<file path="config.mk">
export PLATFORM = sky130hd
export DESIGN_NAME = cla_adder
export DESIGN_NICKNAME = d
export VERILOG_FILES = /design/src/rtl/cla_pkg.sv /design/src/rtl/cla_block4.sv /design/src/rtl/cla_adder.sv
export SDC_FILE = /design/constraint.sdc
export NUM_CORES = 1
export LEC_CHECK = 0
export CAP_MARGIN = 25
export CELL_PAD_IN_SITES_DETAIL_PLACEMENT = 0
export CELL_PAD_IN_SITES_GLOBAL_PLACEMENT = 2
export CORE_MARGIN = 2
export CORE_UTILIZATION = 21
export DETAILED_ROUTE_END_ITERATION = 8
export PLACE_DENSITY_LB_ADDON = 0.1
export SETUP_SLACK_MARGIN = 0.4
export SYNTH_ARGS = -nofsm -noshare
export SYNTH_HDL_FRONTEND = slang
export SYNTH_SLANG_ARGS = --single-unit
</file>
<file path="constraint.sdc">
create_clock -name clk -period 0.8 [get_ports clk]
set_clock_uncertainty 0.05 [all_clocks]
set_input_delay 0.16 -clock clk [delete_from_list [all_inputs] [get_ports clk]]
set_output_delay 0.16 -clock clk [all_outputs]
set_load 0.01 [all_outputs]
</file>
<file path="src/rtl/cla_pkg.sv">
// rtl/cla_pkg.sv - shared constants and 4-bit lookahead carry equations for cla_adder
// Used by cla_block4 and cla_adder.
package cla_pkg;

  localparam int CLA_GROUP         = 4;
  localparam int CLA_DEFAULT_WIDTH = 4;

  // c[0] is the group carry-in; c[1..3] are the internal bit carries.
  typedef struct packed {
    logic [CLA_GROUP-1:0] c;
    logic                 gg;
    logic                 gp;
  } cla_carry_t;

  // Two-level lookahead: every carry is a flat sum of products, with no ripple.
  function automatic cla_carry_t cla_lookahead(
    input logic [CLA_GROUP-1:0] g,
    input logic [CLA_GROUP-1:0] p,
    input logic                 cin
  );
    cla_carry_t r;
    r.c[0] = cin;
    r.c[1] = g[0] | (p[0] & cin);
    r.c[2] = g[1] | (p[1] & g[0]) | (p[1] & p[0] & cin);
    r.c[3] = g[2] | (p[2] & g[1]) | (p[2] & p[1] & g[0]) | (p[2] & p[1] & p[0] & cin);
    r.gg   = g[3] | (p[3] & g[2]) | (p[3] & p[2] & g[1]) | (p[3] & p[2] & p[1] & g[0]);
    r.gp   = &p;
    return r;
  endfunction

endpackage

</file>
<file path="src/rtl/cla_block4.sv">
// rtl/cla_block4.sv - combinational 4-bit carry-lookahead group
// Produces the group sum plus group generate/propagate for the second-level chain.
module cla_block4
  import cla_pkg::*;
(
  input  logic [CLA_GROUP-1:0] a,
  input  logic [CLA_GROUP-1:0] b,
  input  logic                 cin,
  output logic [CLA_GROUP-1:0] sum,
  output logic                 grp_g,
  output logic                 grp_p
);

  logic [CLA_GROUP-1:0] g;
  logic [CLA_GROUP-1:0] p;
  cla_carry_t           la;

  assign g     = a & b;
  assign p     = a ^ b;
  assign la    = cla_lookahead(g, p, cin);
  assign sum   = p ^ la.c;
  assign grp_g = la.gg;
  assign grp_p = la.gp;

endmodule

</file>
<file path="src/rtl/cla_adder.sv">
// rtl/cla_adder.sv - registered carry-lookahead adder built from 4-bit groups
// Optional input register stage under CLA_INPUT_REG_EN (latency 2 instead of 1).
module cla_adder
  import cla_pkg::*;
#(
  parameter int WIDTH = CLA_DEFAULT_WIDTH
) (
  input  logic             clk,
  input  logic             rst,
  input  logic [WIDTH-1:0] A_in,
  input  logic [WIDTH-1:0] B_in,
  input  logic             Cin,
  output logic [WIDTH-1:0] S,
  output logic             Cout
);

  localparam int NG = WIDTH / CLA_GROUP;

  logic [WIDTH-1:0] op_a;
  logic [WIDTH-1:0] op_b;
  logic             op_cin;

`ifdef CLA_INPUT_REG_EN
  logic [WIDTH-1:0] a_d, a_q;
  logic [WIDTH-1:0] b_d, b_q;
  logic             cin_d, cin_q;

  always_comb begin
    a_d   = A_in;
    b_d   = B_in;
    cin_d = Cin;
  end

  always_ff @(posedge clk or posedge rst) begin
    if (rst) begin
      a_q   <= '0;
      b_q   <= '0;
      cin_q <= 1'b0;
    end else begin
      a_q   <= a_d;
      b_q   <= b_d;
      cin_q <= cin_d;
    end
  end

  assign op_a   = a_q;
  assign op_b   = b_q;
  assign op_cin = cin_q;
`else
  assign op_a   = A_in;
  assign op_b   = B_in;
  assign op_cin = Cin;
`endif

  logic [NG:0]      c_grp;
  logic [NG-1:0]    grp_g;
  logic [NG-1:0]    grp_p;
  logic [WIDTH-1:0] sum_w;

  assign c_grp[0] = op_cin;

  // Second level: group carries chain from each group's G/P.
  for (genvar k = 0; k < NG; k++) begin : g_grp
    cla_block4 u_blk (
      .a     (op_a[k*CLA_GROUP +: CLA_GROUP]),
      .b     (op_b[k*CLA_GROUP +: CLA_GROUP]),
      .cin   (c_grp[k]),
      .sum   (sum_w[k*CLA_GROUP +: CLA_GROUP]),
      .grp_g (grp_g[k]),
      .grp_p (grp_p[k])
    );
    assign c_grp[k+1] = grp_g[k] | (grp_p[k] & c_grp[k]);
  end

  logic [WIDTH-1:0] s_d, s_q;
  logic             cout_d, cout_q;

  always_comb begin
    s_d    = sum_w;
    cout_d = c_grp[NG];
  end

  always_ff @(posedge clk or posedge rst) begin
    if (rst) begin
      s_q    <= '0;
      cout_q <= 1'b0;
    end else begin
      s_q    <= s_d;
      cout_q <= cout_d;
    end
  end

  assign S    = s_q;
  assign Cout = cout_q;

endmodule

</file>
* Word-level counts from Yosys, hierarchy flattened
Index checks and enable logic that the tools add are counted.
Word-level totals: flip-flop bits (word level) 5, word-level logic and storage cells 31
Cells by class: bitwise logic cells 28, reduce and logical (&&, ||, !) cells 1
Operators by type and width (count):
- $and A1 B1 Y1 | 15
- $or A1 B1 Y1 | 10
- $xor A4 B4 Y4 | 2
- $and A4 B4 Y4 | 1
- $reduce_and A4 Y1 | 1

* Longest topological paths before layout
word-level depth 6, mapped depth 4, mapped depth without buffers 4

* Modules after synthesis
Synthesis repeated with hierarchy kept, for this count alone.
Unflattened totals: cells, all modules 28, area, all modules 306.5 µm²
Modules (own cells, without submodules):
- cla_block4 | times used 1, cells each 21, area each 170.2 µm²
- cla_adder | times used 1, cells each 7, area each 136.4 µm²

* Least setup slack after synthesis
Ideal clock, no wire load.
path kind input to register, start point in A_in[2], end point reg cout_q, in the netlist Cout, setup time 0.118 ns, arrival time 1.009 ns, slack -0.377 ns, cell stages on the path 4, buffers on the path 0, path through ha_1 > a21o_1 > a31o_1 > a21o_1
On the way: cells in the longest elaborated chain, start to end 6
Ends and longest elaborated chain:
- start: declaration | line cla_adder.sv:10 | input logic [WIDTH-1:0] A_in,
- $and A4 B4 Y4 / $xor A4 B4 Y4 (equally long branches) | line cla_block4.sv:18, cla_block4.sv:19
- $and A1 B1 Y1 | line cla_pkg.sv:26 | r.gg = g[3] | (p[3] & g[2]) | (p[3] & p[2] & g[1]) | (p[3] & p[2] & p[1] & g[0]);
- $or A1 B1 Y1 / $and A1 B1 Y1 (equally long branches) (2 in series) | line cla_pkg.sv:26
- $or A1 B1 Y1 | line cla_pkg.sv:26
- $or A1 B1 Y1 (*) | line cla_adder.sv:72 | assign c_grp[k+1] = grp_g[k] | (grp_p[k] & c_grp[k]);
- named net cout_d | line cla_adder.sv:76 | logic cout_d, cout_q;
- end signal: assignment | line cla_adder.sv:89 | cout_q <= cout_d;
- end: declaration | line cla_adder.sv:76
Mark *: on every way through the listed nets, which the timed path passes. The rest lies on a longest branch.

* Worst setup path after layout
Ends and elaborated chain as after synthesis.

==> out/results.tsv <==
metric	value	unit
largest net degree at the start of global routing	6	
commonest non-fill, non-tap cell in the layout	buf_2	
clk slew on worst S/H paths	40	ps
antenna cells	0	
final slew viol count	0	
multi-input logic area	196	sq um
DIE WIDTH	40.3	microns
mean area per synthesized cell	12.0	sq um
Seq/Total Area, Yosys	45.2	%
Num CTS Buffers	3	
clk root buf	clkbuf_4	
die height	40.3	microns
DP HPWL	424	microns
post-synthesis register bit count	5	
Final Hold Viols	0	
WP data arrival	1020	ps
Hold WS	64.3	ps
# nets final	63	
Critical Path Sink Type	flip-flop	
Initial Utilization	21.8	%
core area	1270	sq um
CP max FO	2	
routed wire length per instance	8.59	microns
Final Util	43.5	%
H-Tree Depth	1	
GRT Resource Usage Total	9.20	%
CTS tree	done	
CTS Hold Bufs	0	
pwr dens	1610	nW/um^2
row count	13	
fillcell total	128	
setup ws final	-141	ps
Layout area overhead	99.5	%
Syn Nets	39	
most frequent cells in the layout	buf_2 (7), dfrtp_1 (5), ha_4 (4), buf_6 (4), buf_4 (4)	
# setup viols final	8	
DR pass1 iterations	1	
Rel. slew slack	91.6	%
status	finished, violations left	
Tightest Pin Transition	126	ps
cell area after synthesis	277	sq um
port buffer count	15	
Min Clock Period, post-route	941	ps
share of cells above drive strength 1	65.2	%
RSZ-0062 raised after global routing	yes	
post-synthesis cell count	23	
number of vias per cell	3.90	
LEAKAGE	0.279	nW
drt initial violations	0	
Max-cap violations	0	
CP Launch Point	A_in[2]	
worst min path class	in -> async	
final wirelength	524	microns
antenna-violating nets left	0	
first-pass GRT wire length	931	microns
total power	890	uW
VDD IR-drop max	0.504	mV
failing checks	setup timing	
crit share post-route	118	%
I/O pin total	16	
Clock Sinks	5	
GP Congestion	0.615	
Die ar.	1620	sq um
Req. time, crit path	880	ps
vias in the first global route	255	
startpoint types	primary input	
DRC viols	0	
routed via count	238	
Distinct cells, synth	9	
register area	125	sq um
Fmax	1.06	GHz
CTS Buffer Depth	2	
grt ovf	0	
critical path class	in -> reg	
initial antenna violation count	0	
Yosys warnings	0	
==> final cells by class <==
class	instances	area share (%)
Tap cell	15	3.40
Sequential cell	5	22.7
Timing Repair Buffer	19	28.3
Clock buffer	4	4.76
Multi-Input combinational cell	13	35.6
Inverter	5	5.22
==> metrics by stage <==
stage                     cells  setup TNS, ps  area [sq um]  worst slack, ps
final                        61           -912           552             -141
after global routing         61          -1130           552             -157
after CTS                    61          -1060           510             -157
after detailed placement     56          -5030           503             -838
after global placement       56          -5010           503             -841
after floorplan              23           -822           312             -272
==> power by group <==
group | internal [mW] | switching [mW]
sequential | 0.298 | 0.0107
combinational | 0.178 | 0.124
clock | 0.188 | 0.0917
==> cells by family (layout without fill, tap and decap cells) <==
| kind of cell | count (synthesis) | after routing | share of synthesized area, % |
|---|---|---|---|
| fa+ha+maj | 5 | 5 | 25.3 |
| flops | 5 | 5 | 45.2 |
| buf+inv | 5 | 28 | 6.79 |
| compound gates | 5 | 5 | 13.1 |
| xor+xnor | 3 | 3 | 9.50 |
==> cell usage after synthesis <==
cell     number  area (sq um)
xnor2_1       2          17.5
xor2_1        1          8.76
ha_1          4          50.1
a31o_1        1          8.76
fa_1          1          20.0
inv_1         5          18.8
a21o_1        3          22.5
dfrtp_1       5           125
a21oi_1       1          5.00
==> path summary, 6_finish.rpt <==
check,to,slack [ps],cells after the start
worst min-delay path,S[2],60,2
worst max-delay path,Cout,-140,5
max in group asynchronous,S[0],520,2
min in group clk,Cout,230,3
==> registers in the layout, summed over array words and instances (netlist names) <==
name / count
Cout: 1
S: 4
==> worst max-delay path: stages <==
cell,delay [ps]
buf_6,100
ha_4,220
a21o_1,170
a31o_1,210
a21o_1,160
==> per-layer routing <==
layer  up-vias  wire length (microns)  track usage (%)
met5         -                      0                0
met4         0                      0             10.0
met2        10                    263             14.1
li1        119                      -                -
met3         0                     59             2.22
met1       109                    201             9.73
==> timing repair <==
item,CTS,global route
buffers inserted,1,0
resized for setup,56,10
pin swaps,9,7
endpoints found under the setup margin,10,12
gates cloned,0,0
hold endpoints to repair,0,0
Note: power is estimated with default switching activity, not from simulation.
